<file path="config.mk">
export PLATFORM = sky130hd
export DESIGN_NAME = rx_eyeq_seq
export DESIGN_NICKNAME = d
export VERILOG_FILES = /design/src/rtl/rx_eyeq_pkg.sv /design/src/rtl/rx_eyeq_timeout.sv /design/src/rtl/rx_eyeq_seq.sv
export SDC_FILE = /design/constraint.sdc
export NUM_CORES = 1
export LEC_CHECK = 0
export ABC_AREA = 1
export BUFFER_PORTS_ARGS = -buffer_cell sky130_fd_sc_hd__buf_2
export CAP_MARGIN = 10
export CORE_MARGIN = 1
export CORE_UTILIZATION = 53
export CTS_BUF_LIST = sky130_fd_sc_hd__clkbuf_8 sky130_fd_sc_hd__clkbuf_16
export CTS_CLUSTER_DIAMETER = 120
export DETAILED_ROUTE_END_ITERATION = 6
export GPL_ROUTABILITY_DRIVEN = 1
export PLACE_DENSITY = 0.81
export SETUP_SLACK_MARGIN = 0.5
export SLEW_MARGIN = 20
export SYNTH_ARGS = -nofsm -noshare
export SYNTH_HDL_FRONTEND = slang
export SYNTH_HIERARCHICAL = 1
export SYNTH_SLANG_ARGS = --single-unit
</file>
<file path="constraint.sdc">
create_clock -name clk -period 2.71 [get_ports clk]
set_input_delay 0.542 -clock clk [delete_from_list [all_inputs] [get_ports clk]]
set_output_delay 0.542 -clock clk [all_outputs]
set_load 0.02 [all_outputs]
</file>
<file path="src/rtl/rx_eyeq_pkg.sv">
// Shared types and step-list helpers for the RX EyeQ sequencer.
// Each sequence selector maps to a fixed, ordered list of eye-equalization modes.
package rx_eyeq_pkg;

  typedef enum logic [3:0] {
    EQ_NONE       = 4'd0,
    EQ_ENRZ_PH1   = 4'd1,
    EQ_ENRZ_PH2   = 4'd2,
    EQ_NRZ_BR     = 4'd3,
    EQ_NRZ_DDR    = 4'd4,
    EQ_NRZ_DDR_CR = 4'd5,
    EQ_NRZ_DDR_EQ = 4'd6
  } eyeqmode_t;

  typedef enum logic [1:0] {
    PD_NORMAL = 2'd0,
    PD_P1     = 2'd1,
    PD_P2     = 2'd2,
    PD_COMA   = 2'd3
  } powerdown_t;

  typedef enum logic [1:0] {
    ERR_NONE        = 2'd0,
    ERR_ILLEGAL_SEL = 2'd1,
    ERR_PDWN        = 2'd2,
    ERR_TIMEOUT     = 2'd3
  } err_code_t;

  typedef enum logic [1:0] {
    SEL_ENRZ    = 2'd0,
    SEL_NRZ_BR  = 2'd1,
    SEL_NRZ_DDR = 2'd2,
    SEL_ILLEGAL = 2'd3
  } seq_sel_t;

  typedef enum logic [2:0] {
    S_IDLE   = 3'd0,
    S_CHK_PD = 3'd1,
    S_REQ    = 3'd2,
    S_CAPT   = 3'd3,
    S_DROP   = 3'd4,
    S_FIN    = 3'd5
  } state_t;

  function automatic eyeqmode_t seq_step(input seq_sel_t sel, input logic [1:0] idx);
    eyeqmode_t m;
    m = EQ_NONE;
    case (sel)
      SEL_ENRZ:   m = (idx == 2'd0) ? EQ_ENRZ_PH1 : EQ_ENRZ_PH2;
      SEL_NRZ_BR: m = EQ_NRZ_BR;
      SEL_NRZ_DDR: begin
        case (idx)
          2'd0:    m = EQ_NRZ_DDR;
          2'd1:    m = EQ_NRZ_DDR_CR;
          default: m = EQ_NRZ_DDR_EQ;
        endcase
      end
      default: m = EQ_NONE;
    endcase
    return m;
  endfunction

  function automatic logic [1:0] seq_len(input seq_sel_t sel);
    logic [1:0] n;
    case (sel)
      SEL_ENRZ:    n = 2'd2;
      SEL_NRZ_BR:  n = 2'd1;
      SEL_NRZ_DDR: n = 2'd3;
      default:     n = 2'd0;
    endcase
    return n;
  endfunction

endpackage

</file>
<file path="src/rtl/rx_eyeq_timeout.sv">
// Per-phase cycle counter: cleared by load, counts while enabled, saturates at LIMIT.
// expire is a single-cycle strobe on the cycle the count reaches LIMIT.
module rx_eyeq_timeout #(
  parameter int W     = 16,
  parameter int LIMIT = 50000
) (
  input  logic clk,
  input  logic rst,
  input  logic load,
  input  logic en,
  output logic expire
);

  localparam logic [W-1:0] LIM  = W'(LIMIT);
  localparam logic [W-1:0] LAST = W'(LIMIT - 1);

  logic [W-1:0] cnt_q;

  always_ff @(posedge clk or posedge rst) begin
    if (rst) begin
      cnt_q <= '0;
    end else if (load) begin
      cnt_q <= '0;
    end else if (en && (cnt_q != LIM)) begin
      cnt_q <= cnt_q + 1'b1;
    end
  end

  // Saturation at LIM guarantees the strobe fires at most once per phase.
  assign expire = en && !load && (cnt_q == LAST);

endmodule

</file>
<file path="src/rtl/rx_eyeq_seq.sv">
// RX EyeQ sequencer: walks the per-selector mode list, running one 4-way
// req/done handshake per step and capturing the PHY result for each.
module rx_eyeq_seq
  import rx_eyeq_pkg::*;
#(
  parameter int RESULT_W    = 32,
  parameter int TIMEOUT_W   = 16,
  parameter int TIMEOUT_CYC = 50000
) (
  input  logic                clk,
  input  logic                rst,
  input  logic                start_i,
  input  logic [1:0]          seq_sel_i,
  input  logic                abort_i,
  input  logic [1:0]          rxpdwn_i,
  input  logic                rxeyeqdone_i,
  input  logic [RESULT_W-1:0] rxeyeq_i,
  output logic                rxeyeqreq_o,
  output logic [3:0]          rxeyeqmode_o,
  output logic                busy_o,
  output logic [1:0]          step_o,
  output logic [RESULT_W-1:0] result_o,
  output logic                result_vld_o,
  output logic                done_o,
  output logic                err_o,
  output logic [1:0]          err_code_o,
  output state_t              state_o
);

  // Handshake: req rises only with pdwn NORMAL and done low; req falls only
  // while done is high; mode is frozen from CHK_PD until done falls in DROP.

  state_t              state_q, state_d;
  seq_sel_t            sel_q;
  logic [1:0]          step_q;
  logic                abort_q;
  logic                pd_flag_q;
  eyeqmode_t           mode_q;
  err_code_t           err_code_q;
  logic [RESULT_W-1:0] result_q;
  logic                result_vld_q, done_q, err_q;

  logic start_ok, start_bad, last_step, abort_any, pd_bad;
  logic tmo_load, tmo_en, tmo_expire;

  assign start_ok  = (state_q == S_IDLE) && start_i && (seq_sel_i != SEL_ILLEGAL);
  assign start_bad = (state_q == S_IDLE) && start_i && (seq_sel_i == SEL_ILLEGAL);
  assign last_step = (step_q == (seq_len(sel_q) - 2'd1));
  assign abort_any = abort_q | abort_i;
  assign pd_bad    = (state_q inside {S_REQ, S_CAPT}) && (rxpdwn_i != PD_NORMAL);

  always_ff @(posedge clk or posedge rst) begin
    if (rst) state_q <= S_IDLE;
    else     state_q <= state_d;
  end

  always_comb begin
    state_d = state_q;
    case (state_q)
      S_IDLE:   if (start_ok) state_d = S_CHK_PD;
      S_CHK_PD: begin
        if (abort_any)                                        state_d = S_FIN;
        else if ((rxpdwn_i == PD_NORMAL) && !rxeyeqdone_i) state_d = S_REQ;
      end
      S_REQ:    if (rxeyeqdone_i) state_d = S_CAPT;
      S_CAPT:   state_d = S_DROP;
      S_DROP:   if (!rxeyeqdone_i) state_d = (abort_any || last_step) ? S_FIN : S_CHK_PD;
      S_FIN:    state_d = S_IDLE;
      default:  state_d = S_IDLE;
    endcase
  end

  assign tmo_load = (state_d != state_q);
  assign tmo_en   = (state_q == S_REQ) || (state_q == S_DROP);

  rx_eyeq_timeout #(
    .W     (TIMEOUT_W),
    .LIMIT (TIMEOUT_CYC)
  ) u_timeout (
    .clk    (clk),
    .rst    (rst),
    .load   (tmo_load),
    .en     (tmo_en),
    .expire (tmo_expire)
  );

  always_ff @(posedge clk or posedge rst) begin
    if (rst) begin
      sel_q        <= SEL_ENRZ;
      step_q       <= 2'd0;
      abort_q      <= 1'b0;
      pd_flag_q    <= 1'b0;
      mode_q       <= EQ_NONE;
      err_code_q   <= ERR_NONE;
      result_q     <= '0;
      result_vld_q <= 1'b0;
      done_q       <= 1'b0;
      err_q        <= 1'b0;
    end else begin
      result_vld_q <= 1'b0;
      done_q       <= 1'b0;
      err_q        <= 1'b0;

      if (start_bad) begin
        err_q      <= 1'b1;
        done_q     <= 1'b1;
        err_code_q <= ERR_ILLEGAL_SEL;
      end

      // A start coinciding with abort still launches; the abort is kept.
      if (start_ok) begin
        sel_q      <= seq_sel_t'(seq_sel_i);
        step_q     <= 2'd0;
        abort_q    <= abort_i;
        err_code_q <= ERR_NONE;
        mode_q     <= seq_step(seq_sel_t'(seq_sel_i), 2'd0);
      end

      if ((state_q != S_IDLE) && (state_q != S_FIN) && abort_i) abort_q <= 1'b1;

      if (state_q == S_CHK_PD) pd_flag_q <= 1'b0;
      if (pd_bad && !pd_flag_q) begin
        pd_flag_q  <= 1'b1;
        err_q      <= 1'b1;
        err_code_q <= ERR_PDWN;
      end

      if (tmo_expire) begin
        err_q      <= 1'b1;
        err_code_q <= ERR_TIMEOUT;
      end

      if ((state_q == S_CAPT) && !abort_any) begin
        result_q     <= rxeyeq_i;
        result_vld_q <= 1'b1;
      end

      // Next mode is loaded only once done has fallen.
      if ((state_q == S_DROP) && (state_d == S_CHK_PD)) begin
        step_q <= step_q + 2'd1;
        mode_q <= seq_step(sel_q, step_q + 2'd1);
      end

      if (state_q == S_FIN) begin
        done_q <= 1'b1;
        if (abort_q) begin
          err_q      <= 1'b1;
          err_code_q <= ERR_TIMEOUT;
        end
      end
    end
  end

  assign rxeyeqreq_o  = (state_q == S_REQ) || (state_q == S_CAPT);
  assign rxeyeqmode_o = mode_q;
  assign busy_o       = (state_q != S_IDLE);
  assign step_o       = step_q;
  assign result_o     = result_q;
  assign result_vld_o = result_vld_q;
  assign done_o       = done_q;
  assign err_o        = err_q;
  assign err_code_o   = err_code_q;
  assign state_o      = state_q;

endmodule
</file>
==> run summary <==
drt wl/cell - 12.3 µm
syn nets - 494
die width - 81.8 µm
Tmin final - 2.03 ns
synth unique cells - 29
Num CTS Buffers - 9
post-CTS setup buffers - 0
final WL - 7610 µm
post-DP HPWL - 5560 µm
crit path launch type - flop
vias per cell - 5.06
final setup vio count - 0
critical path data arrival time - 2.29 ns
Seq cells post-synth - 65
# IOs - 89
TritonCTS clock tree - yes
P_leak - 0.00236 µW
area growth from synthesis to layout - 21.1%
DRT antenna net count - 0
clock latency at the later pin of the worst-skew pair - 0.34 ns
Reg2Reg Launch Point - state_o[1]$_DFF_PP0_
met3 global-route usage - 3.78%
post-synthesis sequential area ratio - 48.2%
asr flop ratio synth - 100%
post-cts sizing count - 0
routability cong. - 0.839
Congestion Overflow GR - 0
htree depth - 3
fraction of final layout cells sized beyond drive strength 1 - 24.0%
n_diodes - 0
critical path buffer and inverter count - 2
GR Layer Usage met2 - 44.2%
PortBufs - 87
crit-path max FO - 9
Final Max Tran Viols - 0
run status - complete, no violations
core footprint - 0.00603 mm²
Max Cap Viol - 0
M1 GR Usage - 29.8%
RSZ-0062 raised after global routing - no
first-pass GRT wire length - 12700 µm
Max Root-Sink Buffers - 2
Yosys warning count - 6
post-synth top area share - 48.2%
cell taking the most area after synthesis - dfrtp_1
worst slack at placement - 0.450 ns
Reg clk slew, reported paths - 0.08 ns
final hold vios - 0
fmax - 492 MHz
CTS root buf - clkbuf_8
Residual DRC - 0
GRT Total Usage - 25.1%
Top Family by Delay on Critical Path - simple AND/OR/NAND/NOR gates
Crit path largest cell delay - 0.47 ns
1st-pass router iterations - 4
Post-CTS Hold Buffers - 0
Least-Margin Pin Slew - 0.604 ns
Synth area leaders - dfrtp_1 (48%), nand2_1 (23%), inv_1 (4.4%)
antenna violations before repair - 0
die height - 81.8 µm
Final WS setup - 0.676 ns
Iter 0 DRT Violations - 243
CP startpoint - state_o[1]$_DFF_PP0_
syn_area_per_cell - 7.59 µm²
crit path cell chain - nor2_1 -> nand2_2 -> nor2_4 -> o21ai_4 -> nand4_1 -> nand3_1 -> inv_1 -> nand3_1 -> nor3_1 -> inv_1 -> o21ai_0 -> o21bai_1
Relative slew margins - 59.7%
Syn Std Cell Area - 0.00338 mm²
GRT busiest layer - met2
commonest non-fill, non-tap cell in the layout - nand2_1
Sum Neg Setup Slack - 0 ns
most frequent cells in the layout - nand2_1 (203), buf_2 (87), dfrtp_1 (62), inv_1 (40), nor2_1 (30)
final period utilization - 75.1%
Setup crit end kind - flop
worst min-delay path class - input port to async pin
Worst EP required - 2.97 ns
Die Footprint - 0.00669 mm²
kind of critical path - flop to flop
Sink Count - 65
initial core utilization - 56.0%
clock skew - 0.00928 ns
Synth Flop Type - dfrtp_1
Row Count - 28
gate count of the mapped netlist - 445
power per cell area - 798 mW/mm²
nets - 586
number of synthesized flops with an enable pin - 0
fill cell total of the finished layout - 514
largest net degree at the start of global routing - 34
vias in the first global route - 2980
critical path's slowest cell - dfrtp_2
peak supply drop - 0.000644 V
via count - 3125
==> layer usage <==
metal | vias to the layer above | part of all wire [%]
met1 | 1459 | 45
met2 | 89 | 49
li1 | 1564 | -
met5 | - | 0
met3 | 13 | 4.4
met4 | 0 | 1.4
==> state kept, by name, summed over array words and instances, names as in the netlist <==
signal / cells
u_timeout/cnt_q: 16
pd_flag_q: 1
state_o: 3
done_o: 1
abort_q: 1
err_code_o: 2
err_o: 1
result_vld_o: 1
step_o: 2
sel_q: 2
rxeyeqmode_o: 3
result_o: 32
==> through the flow <==
stage / cell area, µm² / std cells / total power, µW / utilization [%] / hold WS [ns]
after floorplan: 3380 / 445 / 2100 / - / 0.456
after global placement: 3890 / 601 / 2400 / 64.5 / 0.448
after detailed placement: 3890 / 601 / 2440 / 64.5 / 0.453
after CTS: 4080 / 617 / 3260 / 67.7 / 0.203
after global routing: 4090 / 617 / 3440 / 67.8 / 0.228
final: 4090 / 617 / 3260 / 67.8 / 0.194
==> Yosys cell counts (all sizes together), types with 3 or more instances <==
master / instances
buf: 9
inv: 45
ha: 8
nand2: 204
o21ai: 15
nand4: 18
nand3: 24
nor3: 3
xor2: 4
nor2: 39
dfrtp: 65
o21bai: 4
==> report_power, final <==
| group | internal [µW] | leakage (µW) | switching [µW] |
|---|---|---|---|
| Clock | 426 | 0.000105 | 390 |
| Combinational | 404 | 0.00142 | 823 |
| Sequential | 1110 | 0.000840 | 113 |
==> worst register-to-register path, delay by kind of cell, from the launching register on <==
kind / cells / cell delay, ns
AOI/OAI and AO/OA: 3 / 0.42
buffers and inverters: 2 / 0.16
DFF: 1 / 0.47
and+or+nand+nor: 7 / 0.90
==> layout make-up <==
cell class / count / area (µm²) / share of cell area, %
well taps: 75 / 93.8 / 2.30
inverters: 45 / 169 / 4.13
multi-input cells: 325 / 1520 / 37.3
repair buffers: 91 / 478 / 11.7
flip-flops and latches: 65 / 1630 / 39.9
clock buffers: 9 / 124 / 3.03
clock inverters: 7 / 70.1 / 1.71
==> cell families after synthesis <==
| kind of cell | count (synthesis) | share of synthesized area (%) |
|---|---|---|
| adders and majority gates | 8 | 2.97 |
| other | 1 | 0.111 |
| buffers and inverters | 55 | 6.78 |
| xor gates and xnor gates | 4 | 1.04 |
| AOI/OAI and AO/OA | 22 | 4.08 |
| and+or+nand+nor | 290 | 36.8 |
| DFF | 65 | 48.2 |
==> worst paths after layout <==
kind	to	slack, ns	depth (start not counted)
worst max-delay path	err_code_o[0]$_DFF_PP0_	0.68	12
worst min-delay path	result_o[1]$_DFFE_PP0P_	0.19	2
worst max register to register	err_code_o[0]$_DFF_PP0_	0.68	12
worst min register to register	result_o[21]$_DFFE_PP0P_	0.47	2
max in group asynchronous	state_o[2]$_DFF_PP0_	2.00	3
min in group clk	result_o[24]$_DFFE_PP0P_	0.39	3
No activity file was read; power rests on OpenSTA's default activity.
